**config.mk**
```make
export PLATFORM = sky130hd
export DESIGN_NAME = lane_ctrl_flat
export DESIGN_NICKNAME = d
export VERILOG_FILES = /design/src/rtl/lane_ctrl_if.sv /design/src/rtl/lane_ctrl.sv /design/src/flat_wrapper.sv
export SDC_FILE = /design/constraint.sdc
export NUM_CORES = 1
export LEC_CHECK = 0
export BUFFER_PORTS_ARGS = -buffer_cell sky130_fd_sc_hd__buf_2
export CAP_MARGIN = 30
export CORE_AREA = 5 5 75 77
export CTS_BUF_LIST = sky130_fd_sc_hd__clkbuf_16
export CTS_CLUSTER_DIAMETER = 120
export CTS_CLUSTER_SIZE = 25
export DETAILED_ROUTE_END_ITERATION = 16
export DIE_AREA = 0 0 80 82
export PLACE_DENSITY = 0.73
export SYNTH_ARGS = -nofsm -noshare
export SYNTH_HDL_FRONTEND = slang
export SYNTH_SLANG_ARGS = --single-unit
export TNS_END_PERCENT = 30
```
**constraint.sdc**
```tcl
create_clock -name clk -period 1.7 [get_ports clk]
set_input_delay 0.085 -clock clk [delete_from_list [all_inputs] [get_ports clk]]
set_output_delay 0.085 -clock clk [all_outputs]
set_load 0.005 [all_outputs]
```
**src/rtl/lane_ctrl_if.sv**
```systemverilog
// Signal bundle between the lane sequencer and its roadside peers:
// sensors, E-pass reader, barrier driver and report serializer.
interface lane_ctrl_if;
    logic       sensor1;
    logic       sensor2;
    logic       sensor3;
    logic [1:0] valid_Epass;
    logic       enable;
    logic       uart_busy;
    logic       meas_start;
    logic       barrier;
    logic       tx_start;
    logic [1:0] tx_code;
    logic [2:0] state;

    modport master (
        input  sensor1, sensor2, sensor3, valid_Epass, enable, uart_busy,
        output meas_start, barrier, tx_start, tx_code, state
    );

    modport slave (
        output sensor1, sensor2, sensor3, valid_Epass, enable, uart_busy,
        input  meas_start, barrier, tx_start, tx_code, state
    );
endinterface

```
**src/rtl/lane_ctrl.sv**
```systemverilog
// Per-lane toll sequencer: follows one vehicle past three sensors, gates the
// barrier on the E-pass verdict, applies ms timeouts and requests a report.
module lane_ctrl #(
    parameter int unsigned SYS_FREQ   = 50000000,
    parameter int unsigned TIMEOUT_MS = 3000,
    parameter int unsigned HOLD_MS    = 500,
    parameter int unsigned WIDTH_MS   = 12
) (
    input  logic       clk,
    input  logic       reset_n,
    lane_ctrl_if.master bus
);
    localparam int unsigned P  = SYS_FREQ / 1000;
    localparam int unsigned PW = (P > 1) ? $clog2(P) : 1;
    localparam logic [WIDTH_MS-1:0] TIMEOUT = WIDTH_MS'(TIMEOUT_MS);
    localparam logic [WIDTH_MS-1:0] HOLD    = WIDTH_MS'(HOLD_MS);

    typedef enum logic [2:0] {
        IDLE   = 3'd0,
        ARMED  = 3'd1,
        CHECK  = 3'd2,
        OPEN   = 3'd3,
        CLEAR  = 3'd4,
        REPORT = 3'd5,
        DRAIN  = 3'd6
    } state_t;

    state_t              st;
    logic [4:0]          meta;
    logic [4:0]          sync;
    logic                s1_q;
    logic                s3_q;
    logic [1:0]          ep_q;
    logic [PW-1:0]       pre;
    logic [WIDTH_MS-1:0] timer;
    logic                meas_start_q;
    logic                tx_start_q;
    logic                barrier_q;
    logic [1:0]          tx_code_q;

    logic ms_tick;
    logic s1_rise;
    logic s3_rise;
    logic ep_valid;
    logic [1:0] ep_code;

    // bit order: {epass[1:0], sensor3, sensor2, sensor1}
    always_ff @(posedge clk or negedge reset_n) begin
        if (!reset_n) begin
            meta <= '0;
            sync <= '0;
            s1_q <= 1'b0;
            s3_q <= 1'b0;
            ep_q <= '0;
        end else begin
            meta <= {bus.valid_Epass, bus.sensor3, bus.sensor2, bus.sensor1};
            sync <= meta;
            s1_q <= sync[0];
            s3_q <= sync[2];
            ep_q <= sync[4:3];
        end
    end

    assign s1_rise  = sync[0] & ~s1_q;
    assign s3_rise  = sync[2] & ~s3_q;
    assign ep_code  = sync[4:3];
    assign ep_valid = (ep_code == ep_q) && (ep_code != 2'b00);

    always_ff @(posedge clk or negedge reset_n) begin
        if (!reset_n)     pre <= '0;
        else if (ms_tick) pre <= '0;
        else              pre <= pre + PW'(1);
    end

    assign ms_tick = (pre == PW'(P - 1));

    // Timer increments by default; any state change below overrides it with a clear.
    always_ff @(posedge clk or negedge reset_n) begin
        if (!reset_n) begin
            st           <= IDLE;
            timer        <= '0;
            meas_start_q <= 1'b0;
            tx_start_q   <= 1'b0;
            barrier_q    <= 1'b0;
            tx_code_q    <= 2'b00;
        end else begin
            meas_start_q <= 1'b0;
            tx_start_q   <= 1'b0;
            if (ms_tick) timer <= timer + WIDTH_MS'(1);
            unique case (st)
                IDLE: if (s1_rise && bus.enable) begin
                    st           <= ARMED;
                    timer        <= '0;
                    meas_start_q <= 1'b1;
                end
                ARMED: if (sync[1]) begin
                    st    <= CHECK;
                    timer <= '0;
                end else if (timer == TIMEOUT) begin
                    st        <= REPORT;
                    timer     <= '0;
                    tx_code_q <= 2'b10;
                end
                CHECK: if (ep_valid && ep_code == 2'b01) begin
                    st        <= OPEN;
                    timer     <= '0;
                    barrier_q <= 1'b1;
                end else if (ep_valid) begin
                    st        <= REPORT;
                    timer     <= '0;
                    tx_code_q <= 2'b01;
                end else if (timer == TIMEOUT) begin
                    st        <= REPORT;
                    timer     <= '0;
                    tx_code_q <= 2'b10;
                end
                OPEN: if (s3_rise) begin
                    st    <= CLEAR;
                    timer <= '0;
                end
                CLEAR: if (sync[2]) begin
                    timer <= '0;
                end else if (timer == HOLD) begin
                    st        <= REPORT;
                    timer     <= '0;
                    barrier_q <= 1'b0;
                    tx_code_q <= 2'b00;
                end
                REPORT: if (!bus.uart_busy) begin
                    st         <= DRAIN;
                    timer      <= '0;
                    tx_start_q <= 1'b1;
                end
                DRAIN: if (sync[2:0] == 3'b000) begin
                    st    <= IDLE;
                    timer <= '0;
                end
                default: begin
                    st        <= IDLE;
                    timer     <= '0;
                    barrier_q <= 1'b0;
                end
            endcase
        end
    end

    assign bus.meas_start = meas_start_q;
    assign bus.tx_start   = tx_start_q;
    assign bus.barrier    = barrier_q;
    assign bus.tx_code    = tx_code_q;
    assign bus.state      = st;
endmodule

```
**src/flat_wrapper.sv**
```systemverilog
// flat-port wrapper written by rule: the top's interface ports become plain ports
module lane_ctrl_flat 
#(
    parameter int unsigned SYS_FREQ   = 50000000,
    parameter int unsigned TIMEOUT_MS = 3000,
    parameter int unsigned HOLD_MS    = 500,
    parameter int unsigned WIDTH_MS   = 12
)
  (clk, reset_n, bus_sensor1, bus_sensor2, bus_sensor3, bus_valid_Epass, bus_enable, bus_uart_busy, bus_meas_start, bus_barrier, bus_tx_start, bus_tx_code, bus_state);
  lane_ctrl_if bus_i ();
  input  logic clk;
  input  logic reset_n;
  input wire logic [$bits(bus_i.sensor1)-1:0] bus_sensor1;
  input wire logic [$bits(bus_i.sensor2)-1:0] bus_sensor2;
  input wire logic [$bits(bus_i.sensor3)-1:0] bus_sensor3;
  input wire logic [$bits(bus_i.valid_Epass)-1:0] bus_valid_Epass;
  input wire logic [$bits(bus_i.enable)-1:0] bus_enable;
  input wire logic [$bits(bus_i.uart_busy)-1:0] bus_uart_busy;
  output wire logic [$bits(bus_i.meas_start)-1:0] bus_meas_start;
  output wire logic [$bits(bus_i.barrier)-1:0] bus_barrier;
  output wire logic [$bits(bus_i.tx_start)-1:0] bus_tx_start;
  output wire logic [$bits(bus_i.tx_code)-1:0] bus_tx_code;
  output wire logic [$bits(bus_i.state)-1:0] bus_state;
  assign bus_i.sensor1 = bus_sensor1;
  assign bus_i.sensor2 = bus_sensor2;
  assign bus_i.sensor3 = bus_sensor3;
  assign bus_i.valid_Epass = bus_valid_Epass;
  assign bus_i.enable = bus_enable;
  assign bus_i.uart_busy = bus_uart_busy;
  assign bus_meas_start = bus_i.meas_start;
  assign bus_barrier = bus_i.barrier;
  assign bus_tx_start = bus_i.tx_start;
  assign bus_tx_code = bus_i.tx_code;
  assign bus_state = bus_i.state;
  lane_ctrl #(.SYS_FREQ(SYS_FREQ), .TIMEOUT_MS(TIMEOUT_MS), .HOLD_MS(HOLD_MS), .WIDTH_MS(WIDTH_MS)) u_core (.clk(clk), .reset_n(reset_n), .bus(bus_i));
endmodule
```
; ---- Word-level counts from Yosys, hierarchy flattened
; Cells that the tools add are included.
[word_totals]
ff_bits = 50
input_bits = 9
output_inout_bits = 8
elab_cells = 89
[op_classes]
addsub = 2
eq_ne = 20
mux = 39
bitwise = 5
reduce_logical = 11
[ops]
columns = cell, count
row1 = 12-bit two-way mux, 11
row2 = 12-bit case mux with 7 select lines, 1
row3 = 3-bit two-way mux, 10
row4 = 3-bit case mux with 7 select lines, 1
row5 = 16-bit by 1-bit adder with 16-bit output (second input constant), 1
row6 = 16-bit equality test (second input constant), 1
row7 = 16-bit two-way mux, 1
row8 = 12-bit by 1-bit adder with 12-bit output (second input constant), 1
row9 = 12-bit equality test (second input constant), 1
row10 = 12-bit by 9-bit equality test with 1-bit output (second input constant), 1
row11 = 2-bit two-way mux, 6
row12 = 2-bit by 1-bit != test with 1-bit output (second input constant), 5
row13 = 3-bit equality test (second input constant), 3
row14 = 2-bit != test (second input constant), 4
row15 = 1-bit two-way mux, 7
row16 = 3-bit by 2-bit equality test with 1-bit output (second input constant), 2
row17 = 3-bit zero test, 2
row18 = 2-bit case mux with 3 select lines, 1
row19 = 6-bit AND reduction, 1
row20 = 5-bit AND reduction, 1
row21 = 5-bit OR reduction, 1
row22 = 4-bit AND reduction, 1
row23 = 3-bit by 1-bit equality test with 1-bit output (second input constant), 1
row24 = 1-bit logical AND, 3
row25 = 7 further kinds, 10

; ---- Logic depth before layout (Yosys ltp)
; Gate-level depths: netlist of run 1.
[depth]
depth_word = 6
ltp_mapped = 7
depth_no_buf = 6

; ---- Worst setup path before layout of run 1
; No wires, ideal clock.
[synth_path]
path_type = register to register
start = reg u_core.timer[0]
end = reg u_core.timer[10]
setup_ns = 0.142
arrival_ns = 1.726
required_ns = 1.558
path_slack_ns = -0.168
path_stages_with_launch = 8
n_path_buf = 1
period_less_slack_ns = 1.868
cell_sequence = dfrtp_1 -> inv_1 -> ha_1 -> and4b_1 -> nand4b_1 -> a2111oi_2 -> buf_2 -> a22oi_1
[synth_between]
elab_chain_len = 6
elab_cells_between_ends = 15
classes_between = add/sub: 1 / eq/ne: 2 / mux: 12
[synth_rtl]
columns = element, line
row1 = "start, declared", lane_ctrl.sv:35  ; logic [WIDTH_MS-1:0] timer;
row2 = "start signal, assigned", lane_ctrl.sv:89  ; if (ms_tick) timer <= timer + WIDTH_MS'(1);
row3 = 12-bit by 1-bit adder with 12-bit output, lane_ctrl.sv:89
row4 = 12-bit two-way mux, lane_ctrl.sv:89
row5 = 12-bit two-way mux, "lane_ctrl.sv:99, lane_ctrl.sv:112"
row6 = 12-bit two-way mux, lane_ctrl.sv:108  ; end else if (ep_valid) begin
row7 = 12-bit two-way mux, lane_ctrl.sv:104  ; CHECK: if (ep_valid && ep_code == 2'b01) begin
row8 = 12-bit case mux with 7 select lines (*), lane_ctrl.sv:90  ; unique case (st)
; Every way passes the cells marked *; elsewhere a longest branch is shown, timed or not.
; A chain may end at the register's enable or synchronous reset.

; ---- Final worst setup path of run 1
[layout_path]
start = reg u_core.timer[0]
end = reg u_core.timer[2]
; The elaborated chain is that of the path after synthesis.

==> results of run 1 <==
worst paths after layout:
path                                              end
max in group asynchronous             u_core.timer[1]
worst max-delay path                  u_core.timer[2]
worst min-delay path            u_core.bus.meas_start
worst min register to register         u_core.sync[0]
worst max register to register        u_core.timer[2]
min in group asynchronous          u_core.bus.barrier
state kept, by name, summed over array words and instances (netlist names), 2 cells and up:
register and cells:
u_core.ep_q 2, u_core.bus.tx_code 2, u_core.pre 16, u_core.sync 5, u_core.bus.state 3, u_core.meta 5
u_core.timer 12
synth_stat cells (all sizes together) (2+ instances only):
| cell type | count | share of area (%) |
|---|---|---|
| dfrtp | 50 | 50 |
| nor2 | 15 | 2.2 |
| nand3 | 12 | 2.4 |
| a22oi | 11 | 3.9 |
| nand4 | 10 | 2.7 |
| xnor2 | 9 | 3.1 |
| nand2 | 8 | 1.2 |
| o31ai | 8 | 2.4 |
| inv | 7 | 1.0 |
| o21ai | 7 | 1.4 |
| or4 | 7 | 2.5 |
| xor2 | 7 | 2.4 |
| a21oi | 6 | 1.2 |
| buf | 6 | 1.4 |
| nor3 | 5 | 1.0 |
| or3 | 5 | 1.2 |
| and3 | 4 | 1.0 |
| clkbuf | 4 | 0.60 |
| nor2b | 4 | 1.0 |
| nor4 | 4 | 1.0 |
| and4 | 3 | 1.0 |
| ha | 3 | 1.5 |
| nand2b | 3 | 0.75 |
| nor3b | 3 | 1.1 |
| a211oi | 2 | 0.60 |
| and4b | 2 | 0.80 |
| and4bb | 2 | 1.0 |
| nand4b | 2 | 0.70 |
| nor4b | 2 | 1.3 |
| o211a | 2 | 0.80 |
| or3b | 2 | 0.70 |
kinds of logic (layout without fill, tap and decap cells):
family                   Yosys count  after routing  synth area share [%]
AND/OR/NAND/NOR                   99             99                  25.7
flip-flops                        50             50                  49.8
AO/OA/AOI/OAI                     47             47                  14.0
buffers and inverters             17             95                  3.09
XOR/XNOR                          16             16                  5.58
adder cells (fa/ha/maj)            3              3                  1.49
multiplexers                       1              1                 0.398
cell usage in the layout, fill, tap and decap left out, types with 3 or more instances in the layout:
master and n:
buf_4 55, dfrtp_1 49, buf_2 16, nor2_1 15
nand3_1 11, nand4_1 9, xnor2_1 9, nand2_1 8
o31ai_1 8, a22oi_1 8, xor2_1 7, o21ai_0 7
dlygate4sd3_1 7, inv_1 6, a21oi_1 6, nor3_1 5
or3_1 5, clkbuf_16 5, nor2b_1 4, and3_1 4
or4_1 4, nand2b_1 3, and4_1 3, or4_4 3
a22oi_2 3, nor4_1 3
metrics by stage:
step           std cells  worst slack (ns)  setup TNS, ns  util [%]
2_1_floorplan        233           -0.0959         -0.872         -
3_3_place_gp         366           -0.0602         -0.575      62.3
3_5_place_dp         366           -0.0945         -0.757      62.3
4_1_cts              381           -0.0815         -0.809      67.0
5_1_grt              381            -0.191          -2.26      67.4
6_report             381           -0.0793         -0.831      67.4
repair_timing:
item / 4_1_cts / 5_1_grt
hold endpoints to repair: 25 / 0
setup endpoints to repair: 13 / 18
buffers inserted: 0 / 0
hold buffers: 7 / 0
gates resized for setup: 3 / 5
pin swaps: 1 / 2
cloned: 0 / 0
power groups by stage:
stage / sequential, mW / clock [mW] / combinational (mW)
after CTS: 1.31 / 1.06 / 0.855
after detailed placement: 1.33 / 0 / 0.838
final: 1.31 / 1.04 / 0.878
after global routing: 1.31 / 1.11 / 0.935
after floorplan: 1.31 / 0 / 0.458
after global placement: 1.32 / 0 / 0.832
routing by layer:
layer	wire, um	up-vias
met1	2410	1031
met5	0	-
li1	-	1034
met3	275	23
met4	228	0
met2	3020	71
worst min-delay path, delay by kind of cell:
| family | cells | cell delay (ns) |
|---|---|---|
| buf+inv | 1 | 0.09 |
| simple gates | 2 | 0.12 |
final cells by class:
cell class / count / area [um2] / area share [%]
clock inverters: 3 / 28.8 / 0.863
well taps: 70 / 87.6 / 2.63
multi-input cells: 166 / 1220 / 36.6
repair buffers: 80 / 594 / 17.8
clock buffers: 5 / 125 / 3.75
flip-flops and latches: 50 / 1250 / 37.6
inverters: 7 / 26.3 / 0.788
==> impl_results.md, run 1 <==
- Syn nets: 245
- Final period utilization: 105%
- Die area: 6560 um2
- R2R Path Start: u_core.timer[0]
- Num rows: 26
- Origin of the worst min-delay path: bus_enable
- ANT cells: 0
- Placer Congestion: 0.884
- Port Buffer Count: 16
- Final net count: 322
- Main flop type after synthesis: dfrtp_1
- Total Power: 3.23 mW
- YS warnings: 0
- CP bufs+invs: 2
- Initial Util: 50.8%
- Worst slew margin: 69.1%
- Post-DP HPWL: 4.35 mm
- CP endpoint kind: flop
- CTS sink cnt: 50
- Cell Int Power: 2.24 mW
- Final antenna-violating net count: 0
- Post-synthesis async set-or-reset flop share: 100%
- Worst endpoint required time: 1.86 ns
- Drt via density: 5.67
- H-Tree Depth: 2
- Crit path DAT: 1.94 ns
- Setup violators final: 12
- GR Util met3: 4.71%
- Largest delay share family, worst path: compound AO/OA/AOI/OAI gates
- CTS root buf: clkbuf_16
- Max Buffers Root-to-Sink: 2
- Hold/Removal Path Class: in -> reg
- Grt total ovfl: 0
- Syn Inst Count: 233
- #FFs+latches synth: 50
- Netlist cell types: 56
- First-pass GRT wire length: 10.0 mm
- IR drop worst, VDD: 0.000528 V
- PnR worst setup slack: -0.0793 ns
- Initial antenna violation count: 0
- Sequential share of power: 40.5%
- Sw power: 0.983 mW
- Netlist Area Pre-Place: 2510 um2
- Syn avg cell area: 10.8 um2
- Chip height: 82 um
- Worst setup path startpoint: u_core.timer[0]
- CP max-delay cell: dfrtp_1
- Number of global-route vias before repair: 2200
- Final wirelength: 5.93 mm
- Pwr Density: 967 nW/um2
- Largest net degree at the start of global routing: 22
- Initial DRC count: 148
- Max Fclk: 0.562 GHz
- Hold Vio Cnt, Final: 0
- Area of the core: 4940 um2
- Grt met1 use: 22.7%
- Final clock skew: 0.00734 ns
- Worst skew pair latency: 0.29 ns
- Clk slew on worst S/H paths: 0.07 ns
- CTS Buf Count: 5
- Drt pass-1 iters: 4
- GRT Max-Usage Layer: met2
- Worst Path Max Fanout: 12
- Worst reg2reg setup slack: -0.08 ns
- Post-synth EDFFs: 0
- CP peak stage delay: 0.39 ns
- Sw Ratio: 30.5%
- Via count: 2159
- Outcome: finished, violations left
- Ports: 17
- Hold Worst Slack: 0.0398 ns
- Placed Area: 3080 um2
- Leakage: 1.52 nW
- Failing checks: setup timing
- Worst Hold Depth: 3
- Part of the Yosys area used for sequential elements: 49.8%
- RSZ-0062 raised after global routing: true
- Layout filler cell count: 386
- Ordered cell list for the critical path: inv_2 -> ha_1 -> and4b_2 -> nand4b_1 -> a2111oi_4 -> buf_12 -> a22oi_1
- Max-cap violations: 0
- Stages on worst setup path: 7
- Chip width: 80 um
- Period minus WS final: 1.78 ns
- Clk pwr share: 32.3%
- Least-Margin Pin Slew: 0.464 ns
- Final instance area: 3330 um2
- Worst Path Class, Setup: reg -> reg
- R2R cell count: 7
- Layout cell share with drive strength beyond 1: 32.5%
- Area growth syn-to-layout: 32.7%
- Combinational Power Share: 27.2%
- CP startpoint kind: flop
- GRT Overall Usage: 19.9%
- Max-slew violations: 0
- GR met2 Demand/Resource: 34.7%
- # DRC: 0
- Post-DR wirelength/cell: 15.6 um
- CTS tree: built
Note: power is estimated with default switching activity, not from simulation.
==> run 2, diff against run 1 <==
--- a/config.mk
+++ b/config.mk
@@ -7,13 +7,13 @@
 export LEC_CHECK = 0
 export BUFFER_PORTS_ARGS = -buffer_cell sky130_fd_sc_hd__buf_2
 export CAP_MARGIN = 30
-export CORE_AREA = 5 5 75 77
+export CORE_AREA = 5 5 79 81
 export CTS_BUF_LIST = sky130_fd_sc_hd__clkbuf_16
 export CTS_CLUSTER_DIAMETER = 120
 export CTS_CLUSTER_SIZE = 25
 export DETAILED_ROUTE_END_ITERATION = 16
-export DIE_AREA = 0 0 80 82
-export PLACE_DENSITY = 0.73
+export DIE_AREA = 0 0 84 86
+export PLACE_DENSITY = 0.66
 export SYNTH_ARGS = -nofsm -noshare
 export SYNTH_HDL_FRONTEND = slang
 export SYNTH_SLANG_ARGS = --single-unit
==> impl_results.md, run 2 (same netlist as run 1, synthesis figures left out) <==
- Outcome: finished, violations left
- Failing checks: setup timing
- Setup violators final: 14
- Final period utilization: 105%
- Hold Worst Slack: 0.0417 ns
- Die area: 7220 um2
- Largest net degree at the start of global routing: 40
- Worst Path Class, Setup: reg -> reg
- Worst endpoint required time: 1.90 ns
- Post-DR wirelength/cell: 14.7 um
- GRT Overall Usage: 16.8%
- Ports: 17
- Largest delay share family, worst path: simple AND/OR/NAND/NOR gates
- Max-slew violations: 0
- Grt total ovfl: 0
- Sw power: 0.955 mW
- Met3 wire length: 249 um
- Hold Vio Cnt, Final: 0
- Clk slew on worst S/H paths: 0.07 ns
- Drt via density: 5.54
- M1 WL: 2.48 mm
- Most flop-heavy register: u_core.pre
- Commonest non-fill, non-tap cell in the layout: buf_4
- Layout cell share with drive strength beyond 1: 32.1%
- ANT cells: 0
- Hold/Removal Path Class: in -> reg
- Setup TNS: -0.652 ns
- CP max-delay cell: or4_1
- Initial antenna violation count: 0
- Final instance area: 3340 um2
- Area growth syn-to-layout: 32.8%
- # DRC: 0
- IR drop worst, VDD: 0.000667 V
- Number of global-route vias before repair: 2070
- Port Buffer Count: 16
- Cell Int Power: 2.19 mW
- Max Buffers Root-to-Sink: 2
- Worst skew pair latency: 0.30 ns
- Top layer in use: met4
- Placer Congestion: 0.888
- Worst Path Max Fanout: 15
- Area of the core: 5410 um2
- Final wirelength: 5.65 mm
- Initial Util: 46.5%
- Final net count: 323
- Worst reg2reg setup slack: -0.09 ns
- CP bufs+invs: 1
- CP startpoint kind: flop
- Most frequent cells in the layout: buf_4 (56), dfrtp_1 (50), buf_2 (16)
- Period minus WS final: 1.79 ns
- Initial DRC count: 230
- First-pass GRT wire length: 9.76 mm
- H-Tree Depth: 2
- Number of flip-flops in the largest register: 16
- Chip width: 84 um
- RSZ-0062 raised after global routing: true
- CTS Buf Count: 5
- Final clock skew: 0.0123 ns
- CTS sink cnt: 50
- Num rows: 27
- Sw Ratio: 30.4%
- Layout filler cell count: 458
- Least-Margin Pin Slew: 0.528 ns
- Ordered cell list for the critical path: ha_2 -> and3_4 -> nand4_2 -> buf_6 -> or4_1 -> a22oi_1
- Met2 WL: 2.86 mm
- Final antenna-violating net count: 0
- Leakage: 1.53 nW
- CTS root buf: clkbuf_16
- CTS tree: built
- Sequential share of power: 41.3%
- Worst slew margin: 64.5%
- Total Power: 3.14 mW
- Max-cap violations: 0
- Via count: 2126
- Clk pwr share: 32.6%
- PnR worst setup slack: -0.0921 ns
- CP endpoint kind: flop
- Biggest registers after layout: u_core.pre (16), u_core.timer (12)
- Combinational Power Share: 26.1%
- CP peak stage delay: 0.49 ns
- Pwr Density: 942 nW/um2
- Crit path DAT: 2.00 ns
- Max Fclk: 0.558 GHz
- Placed Area: 3060 um2
- Chip height: 86 um
- Drt pass-1 iters: 4
- Post-DP HPWL: 3.95 mm
-- run 2: layout make-up --
cell class / count / area, um2 / area share [%]
clock buffers: 5 / 125 / 3.75
flip-flops and latches: 50 / 1250 / 37.5
repair buffers: 81 / 602 / 18.0
clock inverters: 3 / 26.3 / 0.787
inverters: 7 / 26.3 / 0.787
well taps: 72 / 90.1 / 2.70
multi-input cells: 166 / 1220 / 36.5
-- run 2: per-layer routing --
metal,GRT usage (%),vias up
li1,-,1034
met1,21.0,1031
met2,29.3,54
met4,5.56,0
met3,3.36,7
met5,0,-
-- run 2: power groups by stage --
stage / Clock [mW] / Combinational [mW] / Sequential (mW)
3_5_place_dp: 0 / 0.780 / 1.32
2_1_floorplan: 0 / 0.458 / 1.31
6_report: 1.03 / 0.821 / 1.30
5_1_grt: 1.11 / 0.889 / 1.31
4_1_cts: 1.05 / 0.806 / 1.30
3_3_place_gp: 0 / 0.765 / 1.32
-- run 2: timing repair --
action                     in CTS  in global routing
hold endpoints to repair       26                  0
gates resized for setup         5                  1
setup endpoints to repair      13                 17
hold buffers                    7                  0
pin swaps                       3                  1
buffers inserted                5                  0
-- run 2: final timing paths --
path / startpoint / cells past startpoint / endpoint
min in group asynchronous: reset_n / 2 / u_core.bus.barrier
max in group asynchronous: reset_n / 3 / u_core.pre[15]
setup reg to reg: u_core.pre[1] / 6 / u_core.timer[7]
hold reg to reg: u_core.meta[3] / 0 / u_core.sync[3]
hold / removal: bus_enable / 3 / u_core.bus.meas_start
setup / recovery: u_core.pre[1] / 6 / u_core.timer[7]
-- run 2: stage by stage --
stage / cells / setup slack (ns) / utilization [%]
after global routing: 384 / -0.170 / 61.8
after detailed placement: 364 / -0.0525 / 56.5
final: 384 / -0.0921 / 61.8
after global placement: 364 / -0.00990 / 56.5
after floorplan: 233 / -0.0959 / -
after CTS: 384 / -0.0490 / 61.7
-- run 2: worst min-delay path: cells and delay by family --
kind	cells	cell delay, ns
buffers and inverters	1	0.10
AND/OR/NAND/NOR	2	0.12
